**src/rtl/clk_div_pkg.sv**
```systemverilog
`default_nettype none
// ============================================================================
//  Module      : clk_div_pkg
//  Description : Shared constants for the clock divider bank: system clock
//                rate, standard channel frequencies and a helper that turns a
//                target frequency into a divider half-period.
//  Revision    : 1.0  initial release
// ============================================================================
package clk_div_pkg;

  localparam int unsigned SYS_CLK_HZ = 100_000_000;

  // Standard channel frequencies used on the CPU board
  localparam int unsigned c_freq_slow_hz     = 1;       // slow-step clock
  localparam int unsigned c_freq_scan_hz     = 1_000;   // seven-segment scan
  localparam int unsigned c_freq_debounce_hz = 100;     // debounce sampling

  // Half-period in system clocks for a 50% duty output at freq_hz
  function automatic int unsigned half_period(input int unsigned freq_hz);
    return SYS_CLK_HZ / (2 * freq_hz);
  endfunction

endpackage : clk_div_pkg
`default_nettype wire

```
**src/rtl/clk_div_chan.sv**
```systemverilog
`default_nettype none
// ============================================================================
//  Module      : clk_div_chan
//  Description : One divider channel. Counts 0..H-1 and toggles clk_out at the
//                terminal count; tick marks each 0->1 edge. A shadow
//                half-period is promoted to active only at a full-period
//                boundary, while stopped, or on restart, so a period never
//                mixes two different H values.
//                Optional macro CLKDIV_READBACK_EN exposes the active
//                half-period and the pending flag.
//  Revision    : 1.0  initial release
// ============================================================================
module clk_div_chan
  import clk_div_pkg::*;
#(
  parameter int               CNT_W      = 32,
  parameter logic [CNT_W-1:0] RESET_HALF = CNT_W'(half_period(c_freq_slow_hz))
) (
  input  logic             clk,
  input  logic             reset,     // synchronous, active-low
  input  logic             en,
  input  logic             restart,
  input  logic             wr,
  input  logic [CNT_W-1:0] wr_half,
  output logic             clk_out,
  output logic             tick
`ifdef CLKDIV_READBACK_EN
  ,
  output logic [CNT_W-1:0] active_half,
  output logic             pending
`endif
);

  logic [CNT_W-1:0] count_q,  count_d;
  logic [CNT_W-1:0] active_q, active_d;
  logic [CNT_W-1:0] shadow_q, shadow_d;
  logic             pending_q, pending_d;
  logic             clk_out_q, clk_out_d;
  logic             tick_q,    tick_d;

  logic w_running;
  logic w_terminal;
  logic w_xfer;

  // H=0 behaves exactly like a disabled channel
  assign w_running  = en && (active_q != '0);
  assign w_terminal = (count_q == active_q - CNT_W'(1));
  // Shadow may be promoted: restart, stopped, or end of the high half
  assign w_xfer     = restart || !w_running || (w_terminal && clk_out_q);

  // Next-state: counter/toggle/tick and shadow-to-active promotion
  always_comb begin
    count_d   = count_q;
    clk_out_d = clk_out_q;
    tick_d    = 1'b0;
    active_d  = active_q;
    shadow_d  = shadow_q;
    pending_d = pending_q;

    if (restart || !w_running) begin
      count_d   = '0;
      clk_out_d = 1'b0;
    end else if (w_terminal) begin
      count_d   = '0;
      clk_out_d = ~clk_out_q;
      tick_d    = ~clk_out_q;    // only on the low-to-high toggle
    end else begin
      count_d   = count_q + CNT_W'(1);
    end

    if (wr) begin
      shadow_d  = wr_half;
      pending_d = 1'b1;
    end

    // Fresh write data wins over an older pending shadow
    if (w_xfer) begin
      if (wr) begin
        active_d = wr_half;
      end else if (pending_q) begin
        active_d = shadow_q;
      end
      pending_d = 1'b0;
    end
  end

  // State registers with synchronous active-low reset
  always_ff @(posedge clk) begin
    if (!reset) begin
      count_q   <= '0;
      clk_out_q <= 1'b0;
      tick_q    <= 1'b0;
      active_q  <= RESET_HALF;
      shadow_q  <= RESET_HALF;
      pending_q <= 1'b0;
    end else begin
      count_q   <= count_d;
      clk_out_q <= clk_out_d;
      tick_q    <= tick_d;
      active_q  <= active_d;
      shadow_q  <= shadow_d;
      pending_q <= pending_d;
    end
  end

  assign clk_out = clk_out_q;
  assign tick    = tick_q;

`ifdef CLKDIV_READBACK_EN
  assign active_half = active_q;
  assign pending     = pending_q;
`endif

endmodule : clk_div_chan
`default_nettype wire

```
**src/rtl/clk_div_bank.sv**
```systemverilog
`default_nettype none
// ============================================================================
//  Module      : clk_div_bank
//  Description : NUM_CH independent 50% duty clock dividers with per-channel
//                tick strobes, runtime-programmable half-periods and a global
//                phase-aligning restart.
//                Optional macro CLKDIV_READBACK_EN adds rd_ch / rd_half /
//                rd_pending readback of a channel's active half-period.
//  Revision    : 1.0  initial release
// ============================================================================
module clk_div_bank
  import clk_div_pkg::*;
#(
  parameter int          NUM_CH       = 4,
  parameter int          CNT_W        = 32,
  parameter int unsigned DEFAULT_HALF = half_period(c_freq_slow_hz)
) (
  input  logic              clk,
  input  logic              reset,         // synchronous, active-low
  input  logic [NUM_CH-1:0] ch_en,
  input  logic              sync_restart,
  input  logic              wr_en,
  input  logic [3:0]        wr_ch,
  input  logic [CNT_W-1:0]  wr_half,
  output logic [NUM_CH-1:0] clk_out,
  output logic [NUM_CH-1:0] tick
`ifdef CLKDIV_READBACK_EN
  ,
  input  logic [3:0]        rd_ch,
  output logic [CNT_W-1:0]  rd_half,
  output logic              rd_pending
`endif
);

  localparam logic [CNT_W-1:0] c_reset_half = CNT_W'(DEFAULT_HALF);

`ifdef CLKDIV_READBACK_EN
  logic [CNT_W-1:0]  w_active [NUM_CH];
  logic [NUM_CH-1:0] w_pending;
`endif

  for (genvar i = 0; i < NUM_CH; i++) begin : g_ch
    // Out-of-range wr_ch never matches any channel, so it is dropped
    logic w_wr_sel;
    assign w_wr_sel = wr_en && (wr_ch == 4'(i));

    clk_div_chan #(
      .CNT_W      (CNT_W),
      .RESET_HALF (c_reset_half)
    ) u_chan (
      .clk         (clk),
      .reset       (reset),
      .en          (ch_en[i]),
      .restart     (sync_restart),
      .wr          (w_wr_sel),
      .wr_half     (wr_half),
      .clk_out     (clk_out[i]),
      .tick        (tick[i])
`ifdef CLKDIV_READBACK_EN
      ,
      .active_half (w_active[i]),
      .pending     (w_pending[i])
`endif
    );
  end : g_ch

`ifdef CLKDIV_READBACK_EN
  // Readback mux; unused channel indices read as zero
  always_comb begin
    rd_half    = '0;
    rd_pending = 1'b0;
    for (int j = 0; j < NUM_CH; j++) begin
      if (rd_ch == 4'(j)) begin
        rd_half    = w_active[j];
        rd_pending = w_pending[j];
      end
    end
  end
`endif

endmodule : clk_div_bank
`default_nettype wire
```
**config.mk**
```make
export PLATFORM = sky130hd
export DESIGN_NAME = clk_div_bank
export DESIGN_NICKNAME = d
export VERILOG_FILES = /design/src/rtl/clk_div_pkg.sv /design/src/rtl/clk_div_chan.sv /design/src/rtl/clk_div_bank.sv
export SDC_FILE = /design/constraint.sdc
export NUM_CORES = 1
export LEC_CHECK = 0
export ABC_AREA = 1
export BUFFER_PORTS_ARGS = -buffer_cell sky130_fd_sc_hd__clkbuf_2
export CAP_MARGIN = 15
export CORE_MARGIN = 2
export CORE_UTILIZATION = 60
export CTS_CLUSTER_SIZE = 30
export DETAILED_ROUTE_END_ITERATION = 10
export GPL_TIMING_DRIVEN = 0
export PLACE_DENSITY_LB_ADDON = 0.25
export SLEW_MARGIN = 10
export SYNTH_ARGS = -nofsm -noshare
export SYNTH_HDL_FRONTEND = slang
export SYNTH_SLANG_ARGS = --single-unit
```
**constraint.sdc**
```tcl
create_clock -name clk -period 3.4 [get_ports clk]
set_input_delay 0.17 -clock clk [delete_from_list [all_inputs] [get_ports clk]]
set_output_delay 0.17 -clock clk [all_outputs]
set_load 0.01 [all_outputs]
```
==> results of run 1 <==
[stage by stage]
stage | util | setup slack [ns] | power [uW]
after floorplan | - | 1.12 | 5370
after global placement | 0.630 | 0.448 | 5600
after detailed placement | 0.630 | 0.515 | 5620
after CTS | 0.668 | 0.493 | 10200
after global routing | 0.668 | 0.118 | 10500
final | 0.668 | 0.450 | 10200
[routing by layer]
layer | vias up | track usage | share of wire
li1 | 10900 | - | -
met1 | 9874 | 0.408 | 0.43
met2 | 617 | 0.561 | 0.47
met3 | 174 | 0.0407 | 0.049
met4 | 2 | 0.160 | 0.051
met5 | - | 0 | 0.00020
[worst paths after layout]
check,slack [ns],from,cells past startpoint,to
worst max register to register,0.45,g_ch[0].u_chan.active_q[0],14,g_ch[0].u_chan.count_q[31]
worst max-delay path,0.45,g_ch[0].u_chan.active_q[0],14,g_ch[0].u_chan.count_q[31]
worst min register to register,0.48,g_ch[0].u_chan.count_q[0],1,g_ch[0].u_chan.count_q[0]
worst min-delay path,0.02,wr_half[31],3,g_ch[1].u_chan.shadow_q[31]
[logic make-up (layout without fill, tap and decap cells)]
group	count (synthesis)	after routing
adder cells (fa/ha/maj)	8	8
XOR/XNOR	213	213
AO/OA/AOI/OAI	236	236
buffers and inverters	419	548
multiplexers	80	80
AND/OR/NAND/NOR	1984	1984
flip-flops	396	396
[tightest hold or removal path, delay by kind of cell]
| family | cells | cell delay [ns] |
|---|---|---|
| simple gates | 1 | 0.08 |
| buf+inv | 1 | 0.18 |
| mux | 1 | 0.12 |
[synth_stat cells, types with 16 or more instances]
master / number / area share
or2_2: 61 / 0.017
inv_1: 280 / 0.046
nand4_1: 69 / 0.019
a21oi_1: 126 / 0.028
nand3_1: 287 / 0.063
nor3_1: 77 / 0.017
nand3b_1: 33 / 0.011
nor2_2: 33 / 0.0091
nand2_2: 17 / 0.0047
nor4_1: 23 / 0.0063
clkbuf_1: 55 / 0.0091
buf_6: 17 / 0.0084
dfxtp_1: 396 / 0.35
o21ai_0: 67 / 0.015
xor2_1: 149 / 0.057
buf_4: 17 / 0.0056
mux2i_1: 80 / 0.035
buf_2: 16 / 0.0035
nor2_1: 588 / 0.097
xnor2_1: 59 / 0.023
buf_1: 19 / 0.0031
nand2_1: 742 / 0.12
[state kept, by name (all words and copies together) (netlist names)]
name	cells
g_ch.u_chan.pending_q	4
g_ch.u_chan.shadow_q	128
g_ch.u_chan.active_q	128
g_ch.u_chan.count_q	128
g_ch.u_chan.tick	4
g_ch.u_chan.clk_out	4
[cell type report]
| type | instances | area share |
|---|---|---|
| plain buffers | 126 | 0.0282 |
| clock buffers | 63 | 0.0512 |
| clock inverters | 12 | 0.00495 |
| inverters | 293 | 0.0439 |
| multi-input cells | 2521 | 0.518 |
| flip-flops and latches | 396 | 0.316 |
| well taps | 511 | 0.0255 |
| repair buffers | 54 | 0.0114 |
[power groups by stage]
stage | Combinational, uW | Sequential (uW) | Clock [uW]
final | 771 | 4760 | 4620
after global routing | 850 | 4770 | 4850
after CTS | 762 | 4760 | 4670
after detailed placement | 754 | 4860 | 0
after global placement | 735 | 4860 | 0
after floorplan | 530 | 4840 | 0
==> metrics, run 1 <==
outcome complete, no violations; FP Rows 71; root buffer cell clkbuf_16; CTS H-tree depth 2; GRT Total Usage 0.328; Placed Area 0.0236 sq mm; Sw Ratio 0.247; Starting Density 0.606; Cell variety after synth 56; CP max FO 10; input/output buffers 51; via count 21600; Layout Nets 3486; dominant synthesized flop cell dfxtp_1; Tcrit/Tclk final 0.868; TritonCTS Buffers 42; die height 199 microns; Non-Filler Instances 3976; Vias/cell approximately 5.4; largest family of logic cells by synthesized area simple AND/OR/NAND/NOR gates; core area 0.0375 sq mm; mux contribution to synthesized area 0.0353; post-synthesis net count about 3400; Post-Synth Adder-Cell Area 0.00441; post-synthesis cell count 3336; fraction of layout cells with a size suffix above 1 0.0932; CTS max path bufs 3; DP Cell Count roughly 3900; # DRC 0; RSZ-0062 raised after global routing no; most frequent cells in the layout nand2_1, nor2_1, dfxtp_1; Final Max Tran Viols 0; final setup vio count 0; Lkg Pwr 0.0104 uW; Resized cells post-CTS 0; most common cell after layout, fill and taps aside nand2_1; power share of the clock group 0.455; CTS tree yes; delay of the slowest critical-path stage 0.34 ns; grt ovf 0; first-pass GRT wire length 103000 microns; Post-CTS Setup Bufs 0; Worst Path Arrival 3.40 ns; # IOs 52; Fin Setup TNS 0 ns; Initial DRT Pass Iterations 6; Flop pwr share 0.469; max_cap viols 0; post-synthesis sequential area ratio 0.349; Setup Crit Path Kind reg -> reg; Yosys warnings 0; final hold viol count 0; hpwl dp 50900 microns; Clk Latency, worst-skew pair 0.58 ns; minimum clock period 2.95 ns; average routed wire per standard cell 16.3 microns; largest net degree at the start of global routing 15; Multi-input gate area 0.0130 sq mm; CP Launch Type register; initial DRC count 1412; Worst Max-Slew Pin Slew around 1.1 ns; xor-xnor portion of the synthesized cell area 0.0852; CP max stage cell dfxtp_1; Yosys reg bits 396; Crit. End Element register; FFs w/ async S/R, synth 0; post-route cell area 0.0250 sq mm; EDFF count, synth 0; Hold/Removal Path Class in -> reg; Worst VDD drop 0.423 mV; Filler cells 3310; Clock Skews ~0.018 ns; switching power 2510 uW; Die Area approximately 0.04 sq mm; Avg Inst Size Synth between 6 and 7 sq um; cell area after synthesis 0.0227 sq mm; Routed WL 64900 microns; CP delay by family, top simple AND/OR/NAND/NOR gates; Die X 199 microns; Pint 7640 uW; Highest Clock Rate 339 MHz; hold slack final between 0.02 and 0.025 ns; Antenna Nets Post-Route 0; register area 0.00793 sq mm; Hold Buf Count CTS 3; number of global-route vias before repair 20000; Clock transition at path regs 0.06 ns; PwrDens 405 mW/mm^2; ANT cells 0; Cell Chain, Critical Path inv_1, ha_1, nand2_2, nor2_8, nand2_2, nor2_4, nand3b_1, nand2_1, nand4_1, nor3_1, nand4_1, nand2_1, buf_2, nor2_1; gpl congestion 0.970; Slew HR 0.242; Crit path buffers/inverters 2; post-synthesis compound-gate area fraction 0.0557; area grow syn2layout 10.3%; initial antenna violation count 1; Critical Path RT 3.85 ns; CTS Sinks 396; area share of and/or/nand/nor cells after synthesis 0.391; logic gate share of total power 0.076
Power figures use the tool's default switching activity.
==> run 2: changes to the inputs <==
--- a/config.mk
+++ b/config.mk
@@ -7,7 +7,7 @@
 export LEC_CHECK = 0
 export ABC_AREA = 1
 export BUFFER_PORTS_ARGS = -buffer_cell sky130_fd_sc_hd__clkbuf_2
-export CAP_MARGIN = 15
+export CAP_MARGIN = 0
 export CORE_MARGIN = 2
 export CORE_UTILIZATION = 60
 export CTS_CLUSTER_SIZE = 30
==> constraint.sdc (replaced) <==
create_clock -name clk -period 3.4 [get_ports clk]
set_input_delay 0.68 -clock clk [delete_from_list [all_inputs] [get_ports clk]]
set_output_delay 0.68 -clock clk [all_outputs]
set_load 0.01 [all_outputs]
==> metrics, run 2 (synthesis gave the netlist of run 1 again) <==
Hold Buf Count CTS 0 (-3); # IOs 52 (unchanged); die height 199 microns (unchanged); PwrDens 406 mW/mm^2 (+0.19%); TritonCTS Buffers 42 (unchanged); Highest Clock Rate 339 MHz (about the same); Die Area 0.0394 sq mm (unchanged); Slew HR 0.245 (+0.00324); average routed wire per standard cell 16.3 microns (about the same); Layout Nets 3483 (-0.086%); Tcrit/Tclk final 0.867 (about the same); CP max FO 10 (unchanged); first-pass GRT wire length 102000 microns (about the same); Worst R2R Setup Slack 0.45 ns (about the same); Hold/Removal Path Class reg -> reg; Resized cells post-CTS 0 (unchanged); Clock transition at path regs 0.06 ns (about the same); Routed WL 64900 microns (about the same); Final Max Tran Viols 0 (unchanged); fraction of layout cells with a size suffix above 1 0.0933 (about the same); FP Rows 71 (unchanged); minimum clock period 2.95 ns (-0.00164 ns); Worst Path Arrival 3.39 ns (about the same); core area 0.0375 sq mm (unchanged); largest net degree at the start of global routing 15 (unchanged); CTS max path bufs 3 (unchanged); number of global-route vias before repair 20000 (-0.095%); GRT Total Usage 0.327 (about the same); most common cell after layout, fill and taps aside nand2_1; Starting Density 0.606 (unchanged); final setup vio count 0 (unchanged); root buffer cell clkbuf_16; Antenna Nets Post-Route 0 (unchanged); CP max stage cell dfxtp_1; delay of the slowest critical-path stage 0.34 ns (about the same); Fin Setup TNS 0 ns (unchanged); Clock Skews 0.0205 ns (+0.00269 ns); setup ws final 0.451 ns (+0.00164 ns); Post-CTS Setup Bufs 0 (unchanged); CTS Sinks 396 (unchanged); gpl congestion 0.970 (unchanged); Placed Area 0.0236 sq mm (unchanged); RSZ-0062 raised after global routing no; Setup Crit Path Kind reg -> reg; ANT cells 0 (unchanged); CTS H-tree depth 2 (unchanged); most frequent cells in the layout nand2_1, nor2_1, dfxtp_1; Worst VDD drop 0.426 mV (+0.52%); # DRC 0 (unchanged); Vias/cell 5.40 (-0.44%); area grow syn2layout 10.2%; hpwl dp 50900 microns (unchanged); grt ovf 0 (unchanged); initial DRC count 1406 (-0.42%); via count 21500 (-0.52%); initial antenna violation count 1 (unchanged); Critical Path RT 3.85 ns (about the same); Lkg Pwr 0.0104 uW (-0.12%); max_cap viols 0 (unchanged); outcome complete, no violations; Worst Max-Slew Pin Slew 1.12 ns (-0.00482 ns); final hold viol count 0 (unchanged); input/output buffers 51 (unchanged); Crit. End Element register; post-route cell area 0.0250 sq mm (-0.12%); CTS tree yes; dpl ws 0.290 ns (-0.225 ns); Top Registers g_ch.u_chan.active_q x128, g_ch.u_chan.count_q x128, g_ch.u_chan.shadow_q x128; Clk Latency, worst-skew pair 0.58 ns (about the same); Post-Route Utilization 0.667 (-0.000801); Initial DRT Pass Iterations 5 (-1); Die X 199 microns (unchanged); CP Launch Type register; Cell Chain, Critical Path inv_1, ha_1, nand2_2, nor2_8, nand2_2, nor2_4, nand3b_1, nand2_1, nand4_1, nor3_1, nand4_1, nand2_1, buf_2, nor2_1
-- run 2: layout make-up --
| type | instances | area (sq um) |
|---|---|---|
| clock buffer | 63 | 1280 |
| timing repair buffer | 51 | 255 |
| buffer | 126 | 707 |
| sequential | 396 | 7930 |
| fill | 3313 | 12500 |
| tap | 511 | 639 |
| inverter | 293 | 1100 |
| clock inverter | 12 | 124 |
| multi-input combinational | 2521 | 13000 |
-- run 2: layer usage --
metal,wire length (microns),GRT usage,share of wire
met5,13,0,0.00020
met1,27700,0.408,0.43
met4,3200,0.160,0.049
met3,3250,0.0407,0.050
met2,30700,0.560,0.47
-- run 2: stage by stage --
step / hold WS (ns) / std cells / total power, uW
6_report: 0.482 / 3973 / 10200
2_1_floorplan: 0.430 / 3336 / 5370
4_1_cts: 0.474 / 3973 / 10200
5_1_grt: 0.502 / 3973 / 10500
3_3_place_gp: 0.439 / 3898 / 5600
3_5_place_dp: 0.449 / 3898 / 5620
-- run 2: worst paths after layout --
kind / depth (start not counted) / from / endpoint
setup / recovery: 14 / g_ch[0].u_chan.active_q[0] / g_ch[0].u_chan.count_q[31]
hold / removal: 1 / g_ch[0].u_chan.count_q[0] / g_ch[0].u_chan.count_q[0]
setup reg to reg: 14 / g_ch[0].u_chan.active_q[0] / g_ch[0].u_chan.count_q[31]
hold reg to reg: 1 / g_ch[0].u_chan.count_q[0] / g_ch[0].u_chan.count_q[0]
-- run 2: power breakdown --
group	switching [uW]	internal (uW)	total, uW	leakage, uW
registers	64.6	4700	4760	0.00320
logic	519	250	769	0.00654
clock network	1930	2690	4630	0.000689
total	2520	7640	10200	0.0104
-- run 2: worst max-delay path, delay by kind of cell (launching register included) --
kind / cells / cell delay, ns
and+or+nand+nor: 11 / 1.80
buffers and inverters: 2 / 0.44
DFF: 1 / 0.34
adders and majority gates: 1 / 0.25
==> run 3: changes to the inputs <==
--- a/config.mk
+++ b/config.mk
@@ -13,6 +13,7 @@
 export CTS_CLUSTER_SIZE = 30
 export DETAILED_ROUTE_END_ITERATION = 10
 export GPL_TIMING_DRIVEN = 0
+export MAX_ROUTING_LAYER = met4
 export PLACE_DENSITY_LB_ADDON = 0.25
 export SLEW_MARGIN = 10
 export SYNTH_ARGS = -nofsm -noshare
==> metrics, run 3 (synthesis gave the netlist of run 1 again) <==
outcome complete, no violations; CTS max path bufs 3 (unchanged); delay of the slowest critical-path stage 0.37 ns (+0.03 ns); initial DRC count 1253 (-11%); Cell Chain, Critical Path inv_1, ha_1, nand2_2, nor2_2, nand2_2, nor2_2, nand3_1, nand2_1, nand4_1, nor3_1, nand3_1, nand2_1, buf_2, nor2_1; Routed WL 64300 microns (-0.89%); grt met1 use 0.408 (about the same); core area 0.0375 sq mm (unchanged); initial antenna violation count 0 (-1); Top Registers g_ch.u_chan.active_q x128, g_ch.u_chan.count_q x128, g_ch.u_chan.shadow_q x128; # DRC 0 (unchanged); Worst Max-Slew Pin Slew 1.03 ns (-0.0937 ns); die height 199 microns (unchanged); Slew HR 0.308 (+0.0629); Starting Density 0.606 (unchanged); CP max stage cell dfxtp_1; global routing's busiest layer met2; PwrDens 406 mW/mm^2 (about the same); first-pass GRT wire length 102000 microns (-0.30%); Worst path depth 14 (unchanged); ANT cells 0 (unchanged); fraction of layout cells with a size suffix above 1 0.0918 (-0.00147); worst hold path cell count 1 (unchanged); hold path start g_ch[3].u_chan.count_q[0]; Resized cells post-CTS 0 (unchanged); CTS tree yes; dpl ws 0.345 ns (+0.0542 ns); CP Launch Type register; Fin Setup TNS 0 ns (unchanged); minimum clock period 3.01 ns (+0.0646 ns); most frequent cells in the layout nand2_1, nor2_1, dfxtp_1; final hold viol count 0 (unchanged); Final Max Tran Viols 0 (unchanged); Vias/cell 5.37 (-0.65%); Worst VDD drop 0.434 mV (+2.1%); # IOs 52 (unchanged); Die Area 0.0394 sq mm (unchanged); CP max FO 10 (unchanged); GRT Total Usage 0.336 (+0.00873); Critical Path RT 3.85 ns (about the same); RSZ-0062 raised after global routing no; hold path endpoint g_ch[3].u_chan.count_q[0]; via count 21300 (-0.63%); Worst R2R Setup Slack 0.39 ns (-0.06 ns); Highest Clock Rate 332 MHz (-2.1%); Hold/Removal Path Class reg -> reg; GRT met2 Usage 0.572 (+0.0117); gpl congestion 0.950 (-2.1%); R2R Path Start g_ch[2].u_chan.active_q[0]; Layout Nets 3483 (unchanged); input/output buffers 51 (unchanged); Crit path buffers/inverters 2 (unchanged); Initial DRT Pass Iterations 6 (+1); Clk Latency, worst-skew pair 0.57 ns (about the same); Setup Crit Path Kind reg -> reg; Antenna Nets Post-Route 0 (unchanged); largest net degree at the start of global routing 16 (+1); Reg2Reg Depth 14 (unchanged); TritonCTS Buffers 42 (unchanged); CP delay by family, top simple AND/OR/NAND/NOR gates; CTS Sinks 396 (unchanged); Critical R2R Capture g_ch[2].u_chan.count_q[16]; CTS H-tree depth 2 (unchanged); area grow syn2layout 10.0%; Clock transition at path regs 0.07 ns (about the same); Lkg Pwr 0.0104 uW (-0.21%); most common cell after layout, fill and taps aside nand2_1; Hold Buf Count CTS 0 (unchanged); grt ovf 0 (unchanged); Crit. End Element register; max_cap viols 0 (unchanged); Die X 199 microns (unchanged); hpwl dp 50800 microns (-0.26%); FP Rows 71 (unchanged); setup ws final 0.387 ns (-0.0646 ns); met3 usage 0.0348 (-0.00593); number of global-route vias before repair 19800 (-1.0%); root buffer cell clkbuf_16; final setup vio count 0 (unchanged); Post-CTS Setup Bufs 0 (unchanged); average routed wire per standard cell 16.2 microns (-0.92%); Clock Skews 0.0129 ns (-0.00759 ns); Tcrit/Tclk final 0.886 (+0.0190); Worst Path Arrival 3.47 ns (+0.08 ns)
-- run 3: cell count changes in the layout (fill, tap and decap cells not counted), sizes merged --
cell / change
clkbuf: -1
clkinv: -2
bufinv: +2
inv: +2
-- run 3: worst register-to-register path, delay by kind of cell, from the launching register on --
family | cells | cell delay [ns]
fa+ha+maj | 1 | 0.23
buf+inv | 2 | 0.41
flops | 1 | 0.37
simple gates | 11 | 1.90
-- run 3: per-layer routing --
metal	up-vias	wire, microns
met5	-	0
met4	0	2730
met3	135	3270
met2	586	30400
met1	9722	27900
li1	10900	-
-- run 3: how the worst max path moves through the flow --
stage | start | end | slack (ns)
after floorplan | g_ch[1].u_chan.active_q[0] | g_ch[1].u_chan.active_q[20] | 1.12
after global placement | wr_ch[3] | g_ch[0].u_chan.active_q[31] | 0.01
after detailed placement | wr_ch[3] | g_ch[3].u_chan.active_q[27] | 0.34
after CTS | g_ch[2].u_chan.active_q[0] | g_ch[2].u_chan.count_q[16] | 0.47
after global routing | g_ch[2].u_chan.active_q[0] | g_ch[2].u_chan.count_q[16] | 0.16
final | g_ch[2].u_chan.active_q[0] | g_ch[2].u_chan.count_q[16] | 0.39
-- run 3: report_power, final --
group          leakage, uW  switching [uW]  internal, uW
Combinational      0.00654             515           250
Sequential         0.00320            62.7          4700
Clock             0.000667            1930          2680
-- run 3: layout make-up --
cell class                      count  area [sq um]
Multi-Input combinational cell   2521         13000
Clock buffer                       62          1200
Clock inverter                     14           180
Inverter                          293          1100
Timing Repair Buffer               51           255
Fill cell                        3396         12500
Sequential cell                   396          7930
Buffer                            126           707
Tap cell                          511           639
-- run 3: metrics by stage --
stage	hold slack, ns	cells	total power [uW]	utilization	instance area [sq um]
after floorplan	0.430	3336	5370	-	22700
after global placement	0.439	3898	5600	0.630	23600
after detailed placement	0.457	3898	5610	0.630	23600
after CTS	0.467	3974	10200	0.667	25000
after global routing	0.510	3974	10400	0.667	25000
final	0.470	3974	10100	0.667	25000
